[config.mk]
export PLATFORM = sky130hd
export DESIGN_NAME = mem_req_arbiter
export DESIGN_NICKNAME = d
export VERILOG_FILES = /design/src/rtl/mem_req_arbiter.sv
export SDC_FILE = /design/constraint.sdc
export NUM_CORES = 1
export LEC_CHECK = 0
export BUFFER_PORTS_ARGS = -buffer_cell sky130_fd_sc_hd__buf_2
export CAP_MARGIN = 30
export CORE_AREA = 2 2 110 112
export CTS_CLUSTER_SIZE = 40
export DETAILED_ROUTE_END_ITERATION = 7
export DIE_AREA = 0 0 112 114
export SYNTH_ARGS = -nofsm -noshare
export SYNTH_HDL_FRONTEND = slang
export SYNTH_SLANG_ARGS = --single-unit
[constraint.sdc]
create_clock -name clk -period 3.3 [get_ports clk]
set_clock_uncertainty 0.1 [all_clocks]
set_input_delay 0.33 -clock clk [delete_from_list [all_inputs] [get_ports clk]]
set_output_delay 0.33 -clock clk [all_outputs]
set_load 0.02 [all_outputs]
[src/rtl/mem_req_arbiter.sv]
// Shares one SRAM-like memory port between the fetch (inst) and memory-stage (data)
// requesters; an in-order tag FIFO routes each response back to its requester.
module mem_req_arbiter #(
  parameter int unsigned ADDR_W          = 32,
  parameter int unsigned DATA_W          = 32,
  parameter int unsigned MAX_OUTSTANDING = 2
) (
  input  logic                clk,
  input  logic                reset,

  input  logic                inst_req,
  input  logic [ADDR_W-1:0]   inst_addr,
  output logic                inst_addr_ok,
  output logic                inst_data_ok,
  output logic [DATA_W-1:0]   inst_rdata,
  input  logic                inst_cancel,

  input  logic                data_req,
  input  logic                data_wr,
  input  logic [1:0]          data_size,
  input  logic [ADDR_W-1:0]   data_addr,
  input  logic [DATA_W/8-1:0] data_wstrb,
  input  logic [DATA_W-1:0]   data_wdata,
  output logic                data_addr_ok,
  output logic                data_data_ok,
  output logic [DATA_W-1:0]   data_rdata,

  output logic                mem_req,
  output logic                mem_wr,
  output logic [1:0]          mem_size,
  output logic [ADDR_W-1:0]   mem_addr,
  output logic [DATA_W/8-1:0] mem_wstrb,
  output logic [DATA_W-1:0]   mem_wdata,
  input  logic                mem_addr_ok,
  input  logic                mem_data_ok,
  input  logic [DATA_W-1:0]   mem_rdata
);

  localparam int unsigned CNT_W = $clog2(MAX_OUTSTANDING) + 1;
  localparam int unsigned PTR_W = (MAX_OUTSTANDING > 1) ? $clog2(MAX_OUTSTANDING) : 1;

  typedef enum logic [1:0] {
    IDLE   = 2'd0,
    HOLD_I = 2'd1,
    HOLD_D = 2'd2
  } state_t;

  state_t state_q, state_d;

  logic [PTR_W-1:0]           wptr_q, wptr_d;
  logic [PTR_W-1:0]           rptr_q, rptr_d;
  logic [CNT_W-1:0]           count_q, count_d;
  logic [MAX_OUTSTANDING-1:0] src_q, src_d;
  logic [MAX_OUTSTANDING-1:0] disc_q, disc_d;
  logic [MAX_OUTSTANDING-1:0] valid;

  logic gnt_i, gnt_d;
  logic fifo_full, fifo_empty;
  logic accept, push, pop;
  logic head_src, head_disc;

  assign fifo_full  = (count_q == CNT_W'(MAX_OUTSTANDING));
  assign fifo_empty = (count_q == '0);

  // Grant selection: IDLE arbitrates with data priority, HOLD_x pins the grant.
  always_comb begin
    gnt_i = 1'b0;
    gnt_d = 1'b0;
    unique case (state_q)
      IDLE: begin
        if (data_req)      gnt_d = 1'b1;
        else if (inst_req) gnt_i = 1'b1;
      end
      HOLD_I:  gnt_i = 1'b1;
      HOLD_D:  gnt_d = 1'b1;
      default: ;
    endcase
  end

  assign mem_req = ((gnt_i & inst_req) | (gnt_d & data_req)) & ~fifo_full;
  assign accept  = mem_req & mem_addr_ok;

  assign inst_addr_ok = accept & gnt_i;
  assign data_addr_ok = accept & gnt_d;

  always_comb begin
    mem_wr    = 1'b0;
    mem_size  = 2'd0;
    mem_addr  = '0;
    mem_wstrb = '0;
    mem_wdata = '0;
    if (gnt_d) begin
      mem_wr    = data_wr;
      mem_size  = data_size;
      mem_addr  = data_addr;
      mem_wstrb = data_wstrb;
      mem_wdata = data_wdata;
    end else if (gnt_i) begin
      mem_size  = 2'd2;
      mem_addr  = inst_addr;
    end
  end

  always_comb begin
    state_d = state_q;
    unique case (state_q)
      IDLE: begin
        if (mem_req && !mem_addr_ok) state_d = gnt_d ? HOLD_D : HOLD_I;
      end
      HOLD_I, HOLD_D: begin
        if (mem_addr_ok) state_d = IDLE;
      end
      default: state_d = IDLE;
    endcase
  end

  assign push = accept;
  assign pop  = mem_data_ok & ~fifo_empty;

  assign head_src  = src_q[rptr_q];
  assign head_disc = disc_q[rptr_q] | inst_cancel;

  assign data_data_ok = pop & head_src;
  assign inst_data_ok = pop & ~head_src & ~head_disc;

  assign inst_rdata = mem_rdata;
  assign data_rdata = mem_rdata;

  // An entry is live when its distance from the read pointer is below the occupancy.
  always_comb begin
    valid = '0;
    for (int unsigned i = 0; i < MAX_OUTSTANDING; i++) begin
      int unsigned off;
      off = (i + MAX_OUTSTANDING - 32'(rptr_q)) % MAX_OUTSTANDING;
      valid[i] = (off < 32'(count_q));
    end
  end

  always_comb begin
    src_d  = src_q;
    disc_d = disc_q;
    if (inst_cancel) begin
      for (int unsigned i = 0; i < MAX_OUTSTANDING; i++) begin
        if (valid[i] && !src_q[i]) disc_d[i] = 1'b1;
      end
    end
    if (push) begin
      src_d[wptr_q]  = gnt_d;
      disc_d[wptr_q] = gnt_i & inst_cancel;
    end
  end

  always_comb begin
    wptr_d  = wptr_q;
    rptr_d  = rptr_q;
    count_d = count_q;
    if (push) wptr_d = (wptr_q == PTR_W'(MAX_OUTSTANDING - 1)) ? '0 : wptr_q + 1'b1;
    if (pop)  rptr_d = (rptr_q == PTR_W'(MAX_OUTSTANDING - 1)) ? '0 : rptr_q + 1'b1;
    unique case ({push, pop})
      2'b10:   count_d = count_q + 1'b1;
      2'b01:   count_d = count_q - 1'b1;
      default: count_d = count_q;
    endcase
  end

  always_ff @(posedge clk) begin
    if (reset) begin
      state_q <= IDLE;
      wptr_q  <= '0;
      rptr_q  <= '0;
      count_q <= '0;
      src_q   <= '0;
      disc_q  <= '0;
    end else begin
      state_q <= state_d;
      wptr_q  <= wptr_d;
      rptr_q  <= rptr_d;
      count_q <= count_d;
      src_q   <= src_d;
      disc_q  <= disc_d;
    end
  end

endmodule

======== Word level (Yosys, flattened, before mapping) ========
Index checks and enable logic that the tools add are counted.
storage, ports and cells
  output and inout bits ................... 140
  word-level logic and storage cells ...... 84
  input bits .............................. 142
  register bits after elaboration ......... 10
cells by class
  order comparisons ....................... 5
  reductions and logical operators ........ 12
  $add $sub $neg .......................... 6
  multiplexer cells ....................... 31
  bitwise gates (word level) .............. 17
  equal/unequal tests ..................... 7
operators by type and width
  operator               count
  $mux W32               3
  $mux W2                7
  $mux W1                13
  $and A1 B1 Y1          11
  $pmux W2 S2            2
  $eq A2 B2 Y1 const B   3
  $bwmux W2              2
  $eq A2 B1 Y1 const B   2
  $logic_and A1 B1 Y1    4
  $logic_not A2 Y1       2
  $lt A1 B2 Y1           2
  $lt A1 B2 Y1 const B   2
  $mux W4                1
  $ne A2 B2 Y1 const B   2
  $not A1 Y1             4
  $pmux W1 S2            2
  $logic_not A1 Y1       3
  $add A1 B1 Y1 const B  2
  $add A2 B1 Y2 const B  1
  $or A1 B1 Y1           2
  $reduce_and A2 Y1      1
  $reduce_bool A2 Y1     1
  $reduce_or A2 Y1       1
  $sub A1 B1 Y1 const A  2
  other kinds (3)        3

======== Longest topological paths before layout ========
  depth in word-level cells ............... 9
  gate-level depth with buffers ........... 10
  mapped depth without buffers ............ 9

======== Worst setup path before layout ========
Ideal clock, no wire load.
  kind .................................... register to register
  start point ............................. register state_q[0]
  end point ............................... register count_q[1]
  cell stages (with the launch flop) ...... 10
  data required time ...................... 3.130 ns
  library setup time ...................... 0.070 ns
  clock period less this slack ............ 2.198 ns
  slack ................................... 1.102 ns
  path buffers ............................ 1
  arrival ................................. 2.028 ns
  path through ............................ dfxtp_1 inv_1 ha_1 buf_6 a21o_1 a22o_1 nand3_1 ha_1 or3_1 a21oi_1
between the ends
  word-level cells in the longest chain between the ends .. 8
  elaborated cells between the ends (all ways) .. 14
  classes of those cells .................. 4 x eq/ne; 3 x mux; 5 x bitwise; 2 x reduce/logical
ends and longest elaborated chain
  item                                                      RTL line  RTL
  from (decl)                                               48        state_t state_q, state_d;
  from (signal assigned)                                    175       state_q <= state_d;
  $eq A2 B1 Y1 (tied with other cells)                      69        unique case (state_q)
  $pmux W1 S2                                               69
  $and A1 B1 Y1                                             80        assign mem_req = ((gnt_i & inst_req) | (gnt_d & data_req)) & ~fifo_full;
  $or A1 B1 Y1 *                                            80
  $and A1 B1 Y1 *                                           80
  $and A1 B1 Y1 *                                           81        assign accept = mem_req & mem_addr_ok;
  $eq A2 B1 Y1 / $eq A2 B2 Y1 (equally long branches)       159       unique case ({push, pop})
  $pmux W2 S2 / $reduce_bool A2 Y1 (equally long branches)  n/a
  to (signal assigned)                                      178       count_q <= count_d;
  to (decl)                                                 52        logic [CNT_W-1:0] count_q, count_d;
Mark *: on every way between the ends. The rest lies on a longest branch, timed or not.
A chain may end at the register's enable or synchronous reset.

======== Worst setup path after layout ========
  start point ............................. register state_q[0]
  end point ............................... output port mem_addr[7]
between the ends
  word-level cells in the longest chain between the ends .. 4
  elaborated cells between the ends (all ways) .. 7
  classes of those cells .................. 2 x eq/ne; 4 x mux; 1 x reduce/logical
ends and longest elaborated chain
  item                                                     RTL line  RTL
  $eq A2 B1 Y1 / $logic_not A2 Y1 (equally long branches)  69
  $pmux W1 S2                                              69
  $mux W32                                                 98        end else if (gnt_i) begin
  $mux W32 *                                               92        if (gnt_d) begin
  to (decl)                                                31        output logic [ADDR_W-1:0] mem_addr,
Marked as above.

==> impl_metrics.tcl <==
set metrics [dict create \
    cts_hold_buffers 0 \
    ys_ff_latch 10 \
    cp-start-kind "register" \
    grt_max_degree 44 \
    synth-seq-area-share 0.112 \
    swShare 0.549 \
    maxSlewViolCount 0 \
    critPathCaptureType "output pin" \
    timing.rr.start "state_q[0]" \
    die_area_sq_um 12800 \
    ys.flop_type "dfxtp_1" \
    wl_per_cell_um 12.9 \
    cts.sinks 10 \
    viasPerCell 4.08 \
    final_hold_viol_count 0 \
    cts.htree.levels 1 \
    power.internal_w 0.00117 \
    worstHoldStart "reset" \
    rsz0062_at_grt "no" \
    ctsResizeCount 0 \
    clock_latency_ps 240 \
    relSlewSlack 0.688 \
    synthCells 234 \
    fmax_mhz 394 \
    holdPathStages 2 \
    drtPass1Iterations 4 \
    synth.distinct_cells 39 \
    required_ps 2870 \
    via_count 2030 \
    finalSetupViolCount 0 \
    grtUsageMet1 0.0798 \
    finalPower_w 0.00261 \
    grt-ovfl-total 0 \
    core_sq_um 11700 \
    reg2reg_setup_slack_ps 960 \
    layout-drive-gt1-share 0.568 \
    crit_chain "inv_1, ha_1, a41oi_1, nor2_2, buf_4, a22o_1, buf_2" \
    synthTopCellsByArea "buf_4 (27%), a22o_1 (16%), and2_1 (13%), dfxtp_1 (11%), ha_1 (3.5%)" \
    finalWeightedCongestion 0.789 \
    placed_cells 490 \
    drtIter0Drc 59 \
    dieWidth_um 112 \
    use_met3 0.0250 \
    design_area_sq_um 2460 \
    syn_nets 381 \
    grt_antenna_before_repair 3 \
    totalWireLength_mm 6.41 \
    worstMarginPinSlew_ps 462 \
    crit_start "state_q[0]" \
    cpMaxStageDelayCell "buf_4" \
    path_class "reg2out" \
    power_switching_w 0.00143 \
    syn_area_sq_um 1790 \
    area_delta_synth_final_pct 37.7 \
    leakage_nw 1.39 \
    tns_ps 0 \
    async_flop_share 0 \
    worst_ep_arrival_time_ps 2110 \
    post_cts_buffers 0 \
    synth_most_common_cell "buf_4" \
    synth_warnings 0 \
    status "finished clean" \
    synth_top_area_frac 0.268 \
    pwr-share-seq 0.076 \
    critical_path.max_fanout 33 \
    cts_buffer_depth 2 \
    rows 40 \
    initial_utilization 0.153 \
    p_clk_frac 0.093 \
    finalCritPeriodShare 0.768 \
    cts_tree "yes" \
    root_buffer "clkbuf_16" \
    post-route-min-period_ps 2540 \
    die_height_um 114 \
    slowest_delay_ps 330 \
    max_cap_violations 0 \
    postRouteAntennaNets 0 \
    synthTopCellsByCount "buf_4 (64), and2_1 (38), a22o_1 (33)" \
    drc_errors 0 \
    clkTransAtPathRegs_ps 40 \
    yosysTopAreaCell "buf_4" \
    io_buffers 185 \
    placed_area_sq_um 2370 \
    avgSynthCellArea_sq_um 7.65 \
    hpwl_mm 5.41 \
    power_density_nw_per_um2 1060 \
    grt_pass1_vias 1757 \
    grt_usage 0.0869 \
    vdd.ir_drop.worst_mv 0.386 \
    io_pins 282 \
    fin_nets 495 \
    grtUsageMet2 0.165 \
    grt_first_pass_wirelength_mm 8.75 \
    fin_util 0.210 \
    min_path_type "in2reg" \
    synth_edf_count 0 \
    grt-busiest-layer "met2" \
    rr_worst_depth 8 \
    power_frac_comb 0.832 \
    stdcell_count 497 \
    cts_buffers 3 \
]
routing by layer:
layer,routed length [um],vias up
met4,373,0
met1,2100,864
met2,3210,157
met5,0,-
met3,727,36
li1,-,973
layout make-up:
| cell class | count | area, sq um |
|---|---|---|
| multi-input cells | 138 | 1010 |
| clock buffers | 4 | 88.8 |
| repair buffers | 188 | 948 |
| diodes | 3 | 7.51 |
| fillers | 1328 | 9250 |
| flip-flops and latches | 10 | 200 |
| well taps | 147 | 184 |
| inverters | 7 | 26.3 |
layout by cell type (no fill, tap or decap), types with 2 or more instances in the layout:
cell / netlist / final
a21o_1: 4 / 4
buf_2: 7 / 185
clkbuf_16: 0 / 3
nand2b_1: 4 / 4
nor4b_1: 2 / 2
nand3_1: 5 / 5
dfxtp_1: 10 / 10
ha_1: 5 / 5
nor2b_1: 4 / 4
a22o_1: 33 / 33
inv_1: 7 / 7
buf_4: 64 / 3
mux2i_1: 5 / 5
nor2_1: 8 / 8
and2_1: 38 / 38
o21ai_0: 4 / 4
xor2_1: 2 / 2
a2111o_1: 2 / 2
a21oi_1: 4 / 4
diode_2: 0 / 3
sequential cells by signal, indices dropped and copies added, names as in the netlist:
name and flops:
wptr_q 1, disc_q 2, state_q 2, count_q 2, src_q 2, rptr_q 1
power by group through the flow:
stage | registers [W] | clock network, W | logic, W
floorplan | 0.000184 | 0 | 0.00169
global placement | 0.000199 | 0 | 0.00218
detailed placement | 0.000200 | 0 | 0.00218
CTS | 0.000197 | 0.000248 | 0.00219
global route | 0.000205 | 0.000253 | 0.00234
finish | 0.000197 | 0.000242 | 0.00217
cell families (layout without fill, tap and decap cells):
family                     Yosys count  count (layout)  share of synthesized area
adders and majority gates            5               5                     0.0349
muxes                                5               5                     0.0280
AOI/OAI and AO/OA                   54              54                      0.247
DFF                                 10              10                      0.112
other                                0               3                          0
and+or+nand+nor                     71              71                      0.240
xor gates and xnor gates             3               3                     0.0147
buffers and inverters               86             199                      0.324
worst paths after layout:
check	endpoint
worst max-delay path	mem_addr[7]
worst min-delay path	count_q[0]
worst min register to register	wptr_q
worst max register to register	count_q[1]
worst max-delay path: cells and delay by family (launching register included):
family / cells / cell delay (ps)
AO/OA/AOI/OAI: 2 / 460
adder cells (fa/ha/maj): 1 / 310
buffers and inverters: 3 / 630
flip-flops: 1 / 310
AND/OR/NAND/NOR: 1 / 140
stage by stage:
step | setup slack (ps) | hold slack, ps
finish | 764 | 339
floorplan | 1100 | 362
CTS | 751 | 340
global route | 596 | 373
global placement | 1030 | 393
detailed placement | 972 | 389
No activity file was read; power rests on OpenSTA's default activity.
